### config.mk
export PLATFORM = sky130hd
export DESIGN_NAME = frame_fill_arb
export DESIGN_NICKNAME = d
export VERILOG_FILES = /design/src/rtl/frame_fill_pkg.sv /design/src/rtl/frame_fill_chan.sv /design/src/rtl/frame_fill_arb.sv
export SDC_FILE = /design/constraint.sdc
export NUM_CORES = 1
export LEC_CHECK = 0
export BUFFER_PORTS_ARGS = -buffer_cell sky130_fd_sc_hd__buf_2
export CORE_MARGIN = 2
export CORE_UTILIZATION = 50
export DETAILED_ROUTE_END_ITERATION = 7
export GPL_TIMING_DRIVEN = 0
export PLACE_DENSITY_LB_ADDON = 0.08
export SLEW_MARGIN = 5
export SYNTH_ARGS = -nofsm -noshare
export SYNTH_HDL_FRONTEND = slang
export SYNTH_HIERARCHICAL = 1
export SYNTH_SLANG_ARGS = --single-unit
### constraint.sdc
create_clock -name iClkOrb -period 2.09 [get_ports iClkOrb]
set_input_delay 0.209 -clock iClkOrb [delete_from_list [all_inputs] [get_ports iClkOrb]]
set_output_delay 0.209 -clock iClkOrb [all_outputs]
set_load 0.02 [all_outputs]
### src/rtl/frame_fill_pkg.sv
// Shared types and default geometry for the frame RAM write scheduler.
package frame_fill_pkg;

    localparam int WORD_W = 12;
    localparam int OFS_W  = 11;
    localparam int ADDR_W = 12;
    // One spare bit so a pointer can hold the region size itself (the "full" value).
    localparam int PTR_W  = OFS_W + 1;

    localparam int FAST_BURST_DEF = 64;
    localparam int SLOW_BURST_DEF = 32;
    localparam int FAST_WORDS_DEF = 1536;
    localparam int PAGE_WORDS_DEF = 2048;

    typedef enum logic [1:0] {
        IDLE = 2'd0,
        FAST = 2'd1,
        SLOW = 2'd2
    } state_t;

endpackage

### src/rtl/frame_fill_chan.sv
// Per-channel fill bookkeeping: region pointer, burst counter, full and burst-done decode.
module frame_fill_chan
    import frame_fill_pkg::*;
#(
    parameter int BURST = FAST_BURST_DEF,
    parameter int WORDS = FAST_WORDS_DEF
) (
    input  logic             clk,
    input  logic             reset,
    input  logic             clr_i,
    input  logic             acc_i,
    output logic [PTR_W-1:0] ptr_o,
    output logic             full_o,
    output logic             last_o
);

    localparam int CNT_W = (BURST > 1) ? $clog2(BURST) : 1;

    logic [PTR_W-1:0] ptr_q, ptr_d;
    logic [CNT_W-1:0] cnt_q, cnt_d;

    assign ptr_o  = ptr_q;
    assign full_o = (ptr_q == PTR_W'(WORDS));
    assign last_o = (cnt_q == CNT_W'(BURST - 1));

    // Next pointer/counter: a page flip restarts the region, an accept advances it.
    always_comb begin
        ptr_d = ptr_q;
        cnt_d = cnt_q;
        if (clr_i) begin
            ptr_d = '0;
            cnt_d = '0;
        end else if (acc_i) begin
            ptr_d = ptr_q + PTR_W'(1);
            cnt_d = last_o ? '0 : cnt_q + CNT_W'(1);
        end
    end

    // Pointer and burst counter registers.
    always_ff @(posedge clk) begin
        if (reset) begin
            ptr_q <= '0;
            cnt_q <= '0;
        end else begin
            ptr_q <= ptr_d;
            cnt_q <= cnt_d;
        end
    end

endmodule

### src/rtl/frame_fill_arb.sv
// Write-side scheduler for the ping-pong frame RAM: arbitrates fast/slow
// bursts into the page the serializer is not reading, restarting on each flip.
module frame_fill_arb
    import frame_fill_pkg::*;
#(
    parameter int FAST_BURST = FAST_BURST_DEF,
    parameter int SLOW_BURST = SLOW_BURST_DEF,
    parameter int FAST_WORDS = FAST_WORDS_DEF,
    parameter int PAGE_WORDS = PAGE_WORDS_DEF
) (
    input  logic              iClkOrb,
    input  logic              reset,
    input  logic              iSwitch,
    input  logic              iFastReq,
    input  logic              iFastVal,
    input  logic [WORD_W-1:0] iFastData,
    output logic              oFastGnt,
    output logic              oFastRdy,
    input  logic              iSlowReq,
    input  logic              iSlowVal,
    input  logic [WORD_W-1:0] iSlowData,
    output logic              oSlowGnt,
    output logic              oSlowRdy,
    output logic              oWrEn,
    output logic [ADDR_W-1:0] oWrAddr,
    output logic [WORD_W-1:0] oWrData,
    output logic              oWrPage,
    output logic              oFastFull,
    output logic              oSlowFull,
    output logic              oAbort,
    output logic              oUnderrun
);

    state_t            state_q;
    logic              sw_prev_q, last_fast_q;
    logic              fast_gnt_q, slow_gnt_q;
    logic              wr_en_q, wr_page_q, abort_q, under_q;
    logic [ADDR_W-1:0] wr_addr_q;
    logic [WORD_W-1:0] wr_data_q;

    logic              flip, fast_acc, slow_acc;
    logic              fast_last, slow_last, fast_elig, slow_elig;
    logic [PTR_W-1:0]  fast_ptr, slow_ptr;
    logic [OFS_W-1:0]  fast_ofs, slow_ofs;

    assign flip      = iSwitch ^ sw_prev_q;
    // Ready is withheld on the flip cycle so no word lands on a stale page.
    assign oFastRdy  = (state_q == FAST) & ~flip;
    assign oSlowRdy  = (state_q == SLOW) & ~flip;
    assign fast_acc  = iFastVal & oFastRdy;
    assign slow_acc  = iSlowVal & oSlowRdy;
    assign fast_elig = iFastReq & ~oFastFull;
    assign slow_elig = iSlowReq & ~oSlowFull;
    assign fast_ofs  = fast_ptr[OFS_W-1:0];
    assign slow_ofs  = OFS_W'(FAST_WORDS) + slow_ptr[OFS_W-1:0];

    frame_fill_chan #(.BURST(FAST_BURST), .WORDS(FAST_WORDS)) u_fast (
        .clk(iClkOrb), .reset(reset), .clr_i(flip), .acc_i(fast_acc),
        .ptr_o(fast_ptr), .full_o(oFastFull), .last_o(fast_last)
    );

    frame_fill_chan #(.BURST(SLOW_BURST), .WORDS(PAGE_WORDS - FAST_WORDS)) u_slow (
        .clk(iClkOrb), .reset(reset), .clr_i(flip), .acc_i(slow_acc),
        .ptr_o(slow_ptr), .full_o(oSlowFull), .last_o(slow_last)
    );

    // Burst FSM with round-robin between channels; a flip overrides everything.
    always_ff @(posedge iClkOrb) begin
        if (reset) begin
            state_q     <= IDLE;
            fast_gnt_q  <= 1'b0;
            slow_gnt_q  <= 1'b0;
            last_fast_q <= 1'b0;
        end else if (flip) begin
            state_q    <= IDLE;
            fast_gnt_q <= 1'b0;
            slow_gnt_q <= 1'b0;
        end else begin
            unique case (state_q)
                IDLE: begin
                    if (fast_elig && (!slow_elig || !last_fast_q)) begin
                        state_q    <= FAST;
                        fast_gnt_q <= 1'b1;
                    end else if (slow_elig) begin
                        state_q    <= SLOW;
                        slow_gnt_q <= 1'b1;
                    end
                end
                FAST: begin
                    if (fast_acc && fast_last) begin
                        state_q     <= IDLE;
                        fast_gnt_q  <= 1'b0;
                        last_fast_q <= 1'b1;
                    end
                end
                SLOW: begin
                    if (slow_acc && slow_last) begin
                        state_q     <= IDLE;
                        slow_gnt_q  <= 1'b0;
                        last_fast_q <= 1'b0;
                    end
                end
                default: begin
                    state_q    <= IDLE;
                    fast_gnt_q <= 1'b0;
                    slow_gnt_q <= 1'b0;
                end
            endcase
        end
    end

    // Flip tracking, write register and status pulses.
    always_ff @(posedge iClkOrb) begin
        if (reset) begin
            sw_prev_q <= iSwitch;
            wr_page_q <= ~iSwitch;
            wr_en_q   <= 1'b0;
            wr_addr_q <= '0;
            wr_data_q <= '0;
            abort_q   <= 1'b0;
            under_q   <= 1'b0;
        end else begin
            sw_prev_q <= iSwitch;
            abort_q   <= flip & (state_q != IDLE);
            under_q   <= flip & ~oFastFull;
            if (flip) wr_page_q <= ~iSwitch;
            wr_en_q <= fast_acc | slow_acc;
            if (fast_acc) begin
                wr_addr_q <= {wr_page_q, fast_ofs};
                wr_data_q <= iFastData;
            end else if (slow_acc) begin
                wr_addr_q <= {wr_page_q, slow_ofs};
                wr_data_q <= iSlowData;
            end
        end
    end

    assign oFastGnt  = fast_gnt_q;
    assign oSlowGnt  = slow_gnt_q;
    assign oWrEn     = wr_en_q;
    assign oWrAddr   = wr_addr_q;
    assign oWrData   = wr_data_q;
    assign oWrPage   = wr_page_q;
    assign oAbort    = abort_q;
    assign oUnderrun = under_q;

endmodule

==> out/metrics.cfg <==
[min_path]
min-delay-start = iSwitch
hold_class = in2reg

[routing]
first_pass_iters = 5
first_iter_violations = 154
drc = 0
highest-signal-layer = met4
dr_total_vias = 3313
wl_met2_um = 4374
ant_nets = 0
avgViaCountPerCell = 5.885
wl_met1_um = 4290
dr_wl_met3_um = 336
wl_per_cell_um = 16.46
finalWirelength_um = 9269

[run_status]
violations = setup timing
status = finished, violations left

[worst_setup_path]
cp_max_fo = 2
critPathRequiredTime_ns = 1.88
setup.worst_path.class = reg2out
cp.arrival_ns = 2.09
rr_startpoint = u_fast/ptr_o[5]
cp-start-kind = flip-flop
crit_path_start = u_fast/ptr_o[5]
critPathCaptureType = output port

[clock_network]
insertion_delay_ns = 0.35
cts_tree = built
cts_buffer_depth = 2
cts.sinks = 69
cts_max_level = 3
cts_buffers = 9
path_clk_slew_ns = 0.07
postCtsHoldBufs = 0
cts_root_buffer = clkbuf_8

[floorplanning]
die_x_um = 86.32
core_um2 = 6681
die-height_um = 86.32
rows = 30
pin_count = 65
dieArea_um2 = 7451
initial_utilization_pct = 50.71

[cells_and_area]
layout_common_cells = 66 x buf_2, 62 x dfxtp_1, 29 x nand3_1, 25 x o21ai_0, 23 x buf_4
drive_gt1_share_pct = 30.43
mostFrequentLayoutCell = buf_2
n_fill_cell = 597
syn_to_final_growth_pct = 25.55
fin_nets = 517
antenna_cells = 0

[sta]
fin_ws_ns = -0.2097
tightest_slew_ns = 0.5704
fmax_mhz = 434.8
period_share_pct = 110.0
finClkSkew_ns = 0.008708
fin_crit_ns = 2.300
setup_viol = 5
finalMaxSlewViolations = 0
hold_viol_final = 0
hold_slack_ns = 0.02035
slew_headroom_pct = 61.97
rsz0062_at_grt = yes

[flow_run]
maxCapViolations = 0

[logic_synthesis]
syn_inst = 390
synth_area_um2 = 3388
syn_area_per_cell_um2 = 8.688
ys_ff_latch = 69
ys.flop_type = dfxtp_1
synth_cell_type_count = 50
syn_nets = 429
async_reset_ff_share_pct = 0
ys_seq_area_share_pct = 41.06
synth_edf_count = 1
ys_warn_count = 6

[pwr]
cellLeakagePower_nw = 1.616
p_sw_mw = 0.7033
power_frac_comb_pct = 10.9
power-per-cell-area_nw_per_um2 = 657.5
intPower_mw = 2.094
power_mw = 2.797
peakVddDrop_mv = 0.3465
switching_share_pct = 25.14
clkPwrFrac_pct = 40.9
seqPwrFrac_pct = 48.2

[global_route]
grt-ovfl-total = 0
antenna_found_initial = 0
grt_pass1_wl_um = 14870
grt_max_degree = 14
grt_use_total_pct = 25.11
grt_pass1_vias = 3030

[placement]
portBuffers = 64
place_congestion = 0.8786
hpwlAfterDp_um = 6525

## stage by stage
| stage | worst slack [ns] | utilization (%) | cells | TNS (ns) | instance area [um2] |
|---|---|---|---|---|---|
| 2_1_floorplan | -0.1052 | - | 390 | -0.1292 | 3408 |
| 6_report | -0.2097 | 63.67 | 563 | -0.6281 | 4254 |
| 4_1_cts | -0.2207 | 61.74 | 555 | -0.3341 | 4125 |
| 3_3_place_gp | -0.3502 | 57.30 | 534 | -4.655 | 3829 |
| 5_1_grt | -0.2468 | 63.67 | 563 | -1.024 | 4254 |
| 3_5_place_dp | -0.3257 | 57.30 | 534 | -4.520 | 3829 |
## state kept, by name, summed over array words and instances, names as in the netlist
signal	count
oWrAddr	12
state_q	2
u_slow/ptr_o	12
oUnderrun	1
oWrPage	1
oSlowGnt	1
oWrData	12
last_fast_q	1
u_slow/cnt_q	5
sw_prev_q	1
u_fast/ptr_o	12
oAbort	1
oWrEn	1
u_fast/cnt_q	6
oFastGnt	1
## layout make-up
class                      instances  area [um2]  area share [%]
timing repair buffer              78       434.2           10.21
multi-input combinational        275        1851           43.50
inverter                          16       62.56           1.471
tap                               80       100.1           2.353
buffer                            29       190.2           4.471
clock inverter                     4       45.04           1.059
sequential                        69        1406           33.06
clock buffer                      12       165.2           3.882
## synthesized netlist by cell type (4+ instances only)
library cell / count / share of area (%)
a21oi_1: 23 / 3.4
a311oi_1: 19 / 4.9
buf_2: 6 / 0.89
buf_4: 7 / 1.6
clkbuf_1: 10 / 1.1
clkbuf_2: 4 / 0.59
dfxtp_1: 68 / 40
ha_1: 8 / 3.0
inv_1: 15 / 1.7
mux2i_1: 6 / 1.8
nand2_1: 17 / 1.9
nand2b_1: 5 / 0.92
nand3_1: 31 / 4.6
nand3b_1: 4 / 0.89
nand4_1: 10 / 1.8
nor2_1: 22 / 2.4
nor2b_1: 5 / 0.92
nor3_1: 21 / 3.1
o21ai_0: 25 / 3.7
o21ai_1: 6 / 0.89
o31ai_1: 6 / 1.3
or3_1: 8 / 1.5
or4_1: 12 / 2.7
xor2_1: 9 / 2.3
## power by group through the flow
stage / sequential [mW] / combinational [mW] / clock (mW)
3_3_place_gp: 1.38 / 0.275 / 0
5_1_grt: 1.35 / 0.330 / 1.21
2_1_floorplan: 1.40 / 0.148 / 0
6_report: 1.35 / 0.304 / 1.14
3_5_place_dp: 1.38 / 0.276 / 0
4_1_cts: 1.35 / 0.287 / 1.16
## cells by family after synthesis
| kind of cell | synth area share [%] |
|---|---|
| buf+inv | 6.905 |
| flops | 41.06 |
| fa+ha+maj | 2.954 |
| xor+xnor | 3.324 |
| mux | 1.773 |
| compound gates | 16.99 |
| simple gates | 27.00 |
## path summary, 6_finish.rpt
| check | cells after the start | slack (ns) | to |
|---|---|---|---|
| min reg2reg | 2 | 0.49 | u_slow/ptr_o[11] |
| max reg2reg | 8 | -0.15 | state_q[1] |
| min | 1 | 0.02 | sw_prev_q |
| max | 4 | -0.21 | oFastFull |
## layer usage
metal,vias up,GRT usage (%)
li1,1628,-
met1,1588,33.63
met2,75,40.91
met3,22,3.238
met4,0,10.37
met5,-,0
## critical path, cell delays in order (launching register included)
cell	delay, ns
dfxtp_4	0.35
or4_4	0.52
or4_4	0.51
nor4_4	0.18
buf_4	0.19
## timing repair
action | 4_1_cts | 5_1_grt
resized for setup | 16 | 27
buffers inserted | 5 | 9
endpoints found under the setup margin | 27 | 35
pin swaps | 4 | 7
Power figures use the tool's default switching activity.
